--- config.mk ---
export PLATFORM = sky130hd
export DESIGN_NAME = mux4_rr_arbiter_flat
export DESIGN_NICKNAME = d
export VERILOG_FILES = /design/src/rtl/mux4_rr_arbiter_pkg.sv /design/src/rtl/mux4_rr_arbiter_if.sv /design/src/rtl/mux4_rr_arbiter_rr_pick4.sv /design/src/rtl/mux4_rr_arbiter.sv /design/src/flat_wrapper.sv
export SDC_FILE = /design/constraint.sdc
export NUM_CORES = 1
export LEC_CHECK = 0
export ABC_AREA = 1
export CAP_MARGIN = 20
export CORE_UTILIZATION = 49
export CTS_CLUSTER_DIAMETER = 30
export DETAILED_ROUTE_END_ITERATION = 10
export PLACE_DENSITY = 0.77
export SLEW_MARGIN = 0
export SYNTH_ARGS = -nofsm -noshare
export SYNTH_HDL_FRONTEND = slang
export SYNTH_SLANG_ARGS = --single-unit
--- constraint.sdc ---
create_clock -name clk -period 1.7 [get_ports clk]
set_input_delay 0.255 -clock clk [delete_from_list [all_inputs] [get_ports clk]]
set_output_delay 0.255 -clock clk [all_outputs]
set_load 0.1 [all_outputs]
--- src/rtl/mux4_rr_arbiter_pkg.sv ---
// Shared definitions for the 4-requester round-robin mux arbiter.
//   arb_state_e : two-state arbiter FSM encoding (IDLE / GRANT)
//   SRC_*       : mux source index codes, {sel1,sel2} value per input a..d
//   onehot4     : index -> one-hot grant vector
package mux4_rr_arbiter_pkg;

    typedef enum logic {
        ST_IDLE  = 1'b0,
        ST_GRANT = 1'b1
    } arb_state_e;

    localparam logic [1:0] SRC_A = 2'd0;
    localparam logic [1:0] SRC_B = 2'd1;
    localparam logic [1:0] SRC_C = 2'd2;
    localparam logic [1:0] SRC_D = 2'd3;

    function automatic logic [3:0] onehot4(input logic [1:0] idx);
        return 4'b0001 << idx;
    endfunction

endpackage

--- src/rtl/mux4_rr_arbiter_if.sv ---
// Handshake bundle between the four requesters and the arbiter.
//   req   : per-requester request (bit i wants mux input i)
//   grant : one-hot current owner, zero when idle
//   valid : a grant is active, mux output y is meaningful
//   sel1  : mux select MSB, sel2 : mux select LSB
// master = requester / mux side, slave = arbiter side.
interface mux4_rr_arbiter_if;
    logic [3:0] req;
    logic [3:0] grant;
    logic       valid;
    logic       sel1;
    logic       sel2;

    modport master (output req, input grant, valid, sel1, sel2);
    modport slave  (input req, output grant, valid, sel1, sel2);
endinterface

--- src/rtl/mux4_rr_arbiter_rr_pick4.sv ---
// Combinational cyclic priority picker.
//   req      in  4 : candidate requests
//   ptr      in  2 : highest-priority index; search ptr, ptr+1, .. ptr+3 (mod 4)
//   excl_en  in  1 : when set, excl_idx is never picked
//   excl_idx in  2 : index to skip
//   found    out 1 : some eligible request exists
//   idx      out 2 : first eligible index from ptr (ptr when none found)
module rr_pick4 (
    input  logic [3:0] req,
    input  logic [1:0] ptr,
    input  logic       excl_en,
    input  logic [1:0] excl_idx,
    output logic       found,
    output logic [1:0] idx
);

    logic [1:0] cand;

    // Scan from the lowest priority up so the highest-priority hit is the last write.
    always_comb begin
        found = 1'b0;
        idx   = ptr;
        cand  = ptr;
        for (int k = 3; k >= 0; k--) begin
            cand = ptr + 2'(k);
            if (req[cand] && !(excl_en && (cand == excl_idx))) begin
                found = 1'b1;
                idx   = cand;
            end
        end
    end

endmodule

--- src/rtl/mux4_rr_arbiter.sv ---
// Round-robin arbiter sharing a 4:1 single-bit mux between four requesters.
// A grant is held while the owner requests, up to MAX_HOLD cycles when others
// are waiting (MAX_HOLD=0 disables the limit). All outputs are registered:
// req sampled at edge N shows up on grant/sel/valid after edge N.
//   clk   in : clock, rising edge
//   rst   in : synchronous active-high reset
//   bus      : slave side of mux4_rr_arbiter_if (req in; grant/valid/sel1/sel2 out)
module mux4_rr_arbiter
    import mux4_rr_arbiter_pkg::*;
#(
    parameter int MAX_HOLD = 8,
    parameter int HOLD_W   = 4
) (
    input  logic               clk,
    input  logic               rst,
    mux4_rr_arbiter_if.slave   bus
);

    localparam bit              TIMEOUT_EN = (MAX_HOLD != 0);
    // Without a limit the counter just parks at all-ones instead of wrapping.
    localparam logic [HOLD_W-1:0] HOLD_CAP = TIMEOUT_EN ? HOLD_W'(MAX_HOLD) : '1;

    arb_state_e        state_q, state_d;
    logic [1:0]        ptr_q,   ptr_d;
    logic [HOLD_W-1:0] hold_q,  hold_d;
    logic [3:0]        grant_q, grant_d;
    logic [1:0]        sel_q,   sel_d;
    logic              valid_q, valid_d;

    logic [1:0] owner;
    logic [1:0] pick_ptr;
    logic       pick_excl;
    logic       pick_found;
    logic [1:0] pick_idx;

    // sel_q always holds the current owner while in GRANT.
    assign owner = sel_q;

    // In GRANT every handoff searches from owner+1 with the owner last/excluded;
    // on release the owner is not requesting, so excluding it changes nothing.
    assign pick_ptr  = (state_q == ST_GRANT) ? (owner + 2'd1) : ptr_q;
    assign pick_excl = (state_q == ST_GRANT);

    rr_pick4 u_pick (
        .req      (bus.req),
        .ptr      (pick_ptr),
        .excl_en  (pick_excl),
        .excl_idx (owner),
        .found    (pick_found),
        .idx      (pick_idx)
    );

    always_comb begin
        state_d = state_q;
        ptr_d   = ptr_q;
        hold_d  = hold_q;
        grant_d = grant_q;
        sel_d   = sel_q;
        valid_d = valid_q;

        case (state_q)
            ST_IDLE: begin
                if (pick_found) begin
                    state_d = ST_GRANT;
                    grant_d = onehot4(pick_idx);
                    sel_d   = pick_idx;
                    valid_d = 1'b1;
                    hold_d  = HOLD_W'(1);
                end
            end
            ST_GRANT: begin
                if (!bus.req[owner]) begin
                    // Release wins over timeout.
                    ptr_d = owner + 2'd1;
                    if (pick_found) begin
                        grant_d = onehot4(pick_idx);
                        sel_d   = pick_idx;
                        hold_d  = HOLD_W'(1);
                    end else begin
                        state_d = ST_IDLE;
                        grant_d = 4'b0000;
                        valid_d = 1'b0;
                        hold_d  = '0;
                    end
                end else if (TIMEOUT_EN && (hold_q == HOLD_CAP)) begin
                    hold_d = HOLD_W'(1);
                    if (pick_found) begin
                        ptr_d   = owner + 2'd1;
                        grant_d = onehot4(pick_idx);
                        sel_d   = pick_idx;
                    end
                end else if (hold_q != HOLD_CAP) begin
                    hold_d = hold_q + HOLD_W'(1);
                end
            end
            default: begin
                state_d = ST_IDLE;
            end
        endcase
    end

    always_ff @(posedge clk) begin
        if (rst) begin
            state_q <= ST_IDLE;
            ptr_q   <= 2'd0;
            hold_q  <= '0;
            grant_q <= 4'b0000;
            sel_q   <= SRC_A;
            valid_q <= 1'b0;
        end else begin
            state_q <= state_d;
            ptr_q   <= ptr_d;
            hold_q  <= hold_d;
            grant_q <= grant_d;
            sel_q   <= sel_d;
            valid_q <= valid_d;
        end
    end

    assign bus.grant = grant_q;
    assign bus.valid = valid_q;
    assign bus.sel1  = sel_q[1];
    assign bus.sel2  = sel_q[0];

endmodule

--- src/flat_wrapper.sv ---
// flat-port wrapper written by rule: the top's interface ports become plain ports
module mux4_rr_arbiter_flat import mux4_rr_arbiter_pkg::*;
#(
    parameter int MAX_HOLD = 8,
    parameter int HOLD_W   = 4
)
  (clk, rst, bus_req, bus_grant, bus_valid, bus_sel1, bus_sel2);
  mux4_rr_arbiter_if bus_i ();
  input  logic clk;
  input  logic rst;
  input wire logic [$bits(bus_i.req)-1:0] bus_req;
  output wire logic [$bits(bus_i.grant)-1:0] bus_grant;
  output wire logic [$bits(bus_i.valid)-1:0] bus_valid;
  output wire logic [$bits(bus_i.sel1)-1:0] bus_sel1;
  output wire logic [$bits(bus_i.sel2)-1:0] bus_sel2;
  assign bus_i.req = bus_req;
  assign bus_grant = bus_i.grant;
  assign bus_valid = bus_i.valid;
  assign bus_sel1 = bus_i.sel1;
  assign bus_sel2 = bus_i.sel2;
  mux4_rr_arbiter #(.MAX_HOLD(MAX_HOLD), .HOLD_W(HOLD_W)) u_core (.clk(clk), .rst(rst), .bus(bus_i));
endmodule
==> key figures <==
Cells and area
  – Ant. Diodes: 0
  – Commonest non-fill, non-tap cell in the layout: nand2_1
  – Nets@finish: 213
  – Most frequent cells in the layout: 35 x nand2_1, 25 x buf_4, 17 x inv_1, 17 x nand2_2, 15 x nor2_1
  – Fin area: 1650 um2
  – Area Overhead vs Synth: 59.9%
  – Ratio of cells with drive above 1 in the final layout: 46.6%

Die
  – Core area: 1980 um2
  – Initial core utilization: 52.1%
  – Num rows: 16
  – Die H: 47.9 um
  – Die Wd: 47.9 um
  – I/O Pins: 13
  – DIE AREA: 2300 um2

STA
  – Setup violators final: 13
  – RSZ-0062 raised after global routing: true
  – Final Critical Period: 1870 ps
  – Final Skew: 7.68 ps
  – Max-slew violations: 0
  – Worst Slack Setup Final: -167 ps
  – Fmax: 536 MHz
  – Worst slew margin: 82.8%
  – Crit share post-route: 110%
  – Number of hold violations in the final report: 0
  – Slew @ Worst Pin: 258 ps

Route
  – Via Count: 1212
  – ANT nets after route: 0
  – DR vias/cell: 5.25
  – Initial DRC Count: 30
  – DRC violations left: 0
  – First drt pass iteration count: 4
  – Avg WL per Cell: 14.9 um
  – Routed WL: 3440 um

Placement
  – Dpl ws: -219 ps
  – Port Buffers: 12
  – Placement Cell Area: 1380 um2
  – DP Wirelength: 2080 um
  – Gp weighted congestion: 0.854

Hold path
  – Hold Crit Depth: 2
  – Hold WC Path Type: register to register
  – WHS Endpoint: u_core.hold_q[3]$_SDFFE_PP0P_
  – Min-Delay Startpoint: u_core.hold_q[3]$_SDFFE_PP0P_

Synth
  – YS warnings: 0
  – Cell area after synthesis: 1030 um2
  – Yosys reg bits: 14
  – Top post-synthesis cells by area: dfxtp_1 27%, nand2_1 19%, inv_1 7.3%
  – Register area share after synthesis: 27.1%
  – Post-synthesis cell count: 165
  – Syn_area_per_cell: 6.26 um2
  – Area share of the largest cell type after synthesis: 27.1%
  – Post-synth top area cell: dfxtp_1
  – Syn Nets: 173
  – Post-synthesis cell type count: 23

GRT
  – Via count of the first global-routing pass: 1053
  – Global-route wire length before repair: 4370 um
  – Largest net degree at the start of global routing: 9
  – GR Overflow Total: 0
  – Initial antenna violation count: 0
  – GRT Resource Usage Total: 27.4%

Job
  – # Max-Cap Violations: 0

Setup path
  – Worst R2R Setup Slack: -170 ps
  – Largest fanout on the critical path: 7
  – Worst path required time: 1900 ps
  – WS Path Type: register to register
  – Nature of the critical path endpoint: register
  – Worst EP arrival: 2060 ps
  – Startpoint Class: register
  – R2R Path Start: u_core.owner[0]$_SDFFE_PP0P_
  – Worst R2R Path Depth: 16
  – Crit path launch: u_core.owner[0]$_SDFFE_PP0P_
  – RR Endpoint: u_core.bus.grant[3]$_SDFFE_PP0P_

Clocking
  – H-tree depth: 1
  – TritonCTS buffer count: 3
  – Worst-path clk slew: 90 ps
  – CTS tree: built
  – Clock Latency Late Sink: 290 ps
  – # hold bufs at CTS: 0
  – Clock buffer depth: 2
  – CTS sink cnt: 14
  – Root buffer cell: clkbuf_4

Outcome
  – Status: finished with violations
  – Failing checks: setup timing

Power and ir drop
  – PD cells: 2230 nW/um2
  – Maximum vdd drop: 2.27 mV
  – Leakage Power: 0.791 nW
## per-stage QoR
step	TNS [ps]	cells	hold WS [ps]	utilization (%)	power [mW]
6_report	-1190	231	491	83.4	3.69
5_1_grt	-2680	231	508	83.4	3.90
4_1_cts	-574	226	494	77.1	3.25
3_5_place_dp	-1810	217	481	69.4	2.76
3_3_place_gp	-961	217	449	69.4	2.69
2_1_floorplan	-1370	165	439	-	2.03
## synth_stat cells
cell	n
ha_1	2
nand2_1	51
inv_1	20
nand3_1	15
inv_2	1
clkinv_2	1
inv_4	2
o211ai_1	1
or2_1	1
nor2_1	19
nand3_2	4
o21ai_0	6
dfxtp_1	14
buf_6	2
a21oi_1	9
o21ai_1	1
o21ai_4	2
nand2_4	1
xor2_1	1
nand2_2	9
a21boi_0	1
buf_1	1
nand3_4	1
## final cells by class
type	count	area (um2)
clock buffer	3	22.5
clock inverter	1	3.75
fill	125	329
inverter	24	100
multi-input combinational	124	811
sequential	14	293
tap	27	33.8
timing repair buffer	38	389
## flip-flops by register name, indices dropped and copies added (netlist names)
name,count
u_core.bus.grant,4
u_core.owner,2
u_core.hold_q,4
u_core.bus.valid,1
u_core.ptr_q,2
u_core.pick_excl,1
## how the worst max path moves through the flow
stage / to
2_1_floorplan: u_core.ptr_q[0]$_SDFFE_PP0P_
3_3_place_gp: u_core.bus.grant[3]$_SDFFE_PP0P_
3_5_place_dp: u_core.bus.grant[2]$_SDFFE_PP0P_
4_1_cts: u_core.bus.grant[2]$_SDFFE_PP0P_
5_1_grt: u_core.bus.grant[3]$_SDFFE_PP0P_
6_report: u_core.bus.grant[3]$_SDFFE_PP0P_
## power breakdown
group	leakage, nW	internal (mW)	switching, mW	total (mW)
logic	0.658	1.11	1.79	2.90
clock network	0.0154	0.0854	0.115	0.200
registers	0.117	0.445	0.142	0.588
total	0.791	1.64	2.05	3.69
## cell families (layout without fill, tap and decap cells)
logic type	count (synthesis)	after routing	synth area share (%)
compound gates	20	20	12.3
buf+inv	27	66	11.9
fa+ha+maj	2	2	2.42
xor+xnor	1	1	0.848
flops	14	14	27.1
simple gates	101	101	45.4
## critical path, cell delays in order, from the launching register on
cell and delay, ps:
dfxtp_4 380, inv_4 80, nand2_1 80, nand2_4 140
nand2_1 80, nand2_2 100, nand3_2 110, nand2_4 120
nand3_2 80, nand2_2 100, nand2_2 80, nand2_4 90
nand2_2 60, nand2_1 80, nor2_2 50, nor2_1 100
nor2_1 40
## repair_timing
item                                   in CTS  in global routing
setup endpoints to repair                  13                 14
pin swaps                                  28                 21
buffers inserted                            6                  5
gates resized for setup                    29                 23
gates cloned                                0                  0
endpoints found under the hold margin       0                  0
## per-layer routing
metal | global-route usage (%) | routed length, um | up-vias
li1 | - | - | 595
met1 | 28.9 | 1300 | 550
met2 | 54.9 | 1870 | 47
met3 | 1.89 | 124 | 20
met4 | 11.1 | 155 | 0
met5 | 0 | 0 | -
Note: power is estimated with default switching activity, not from simulation.
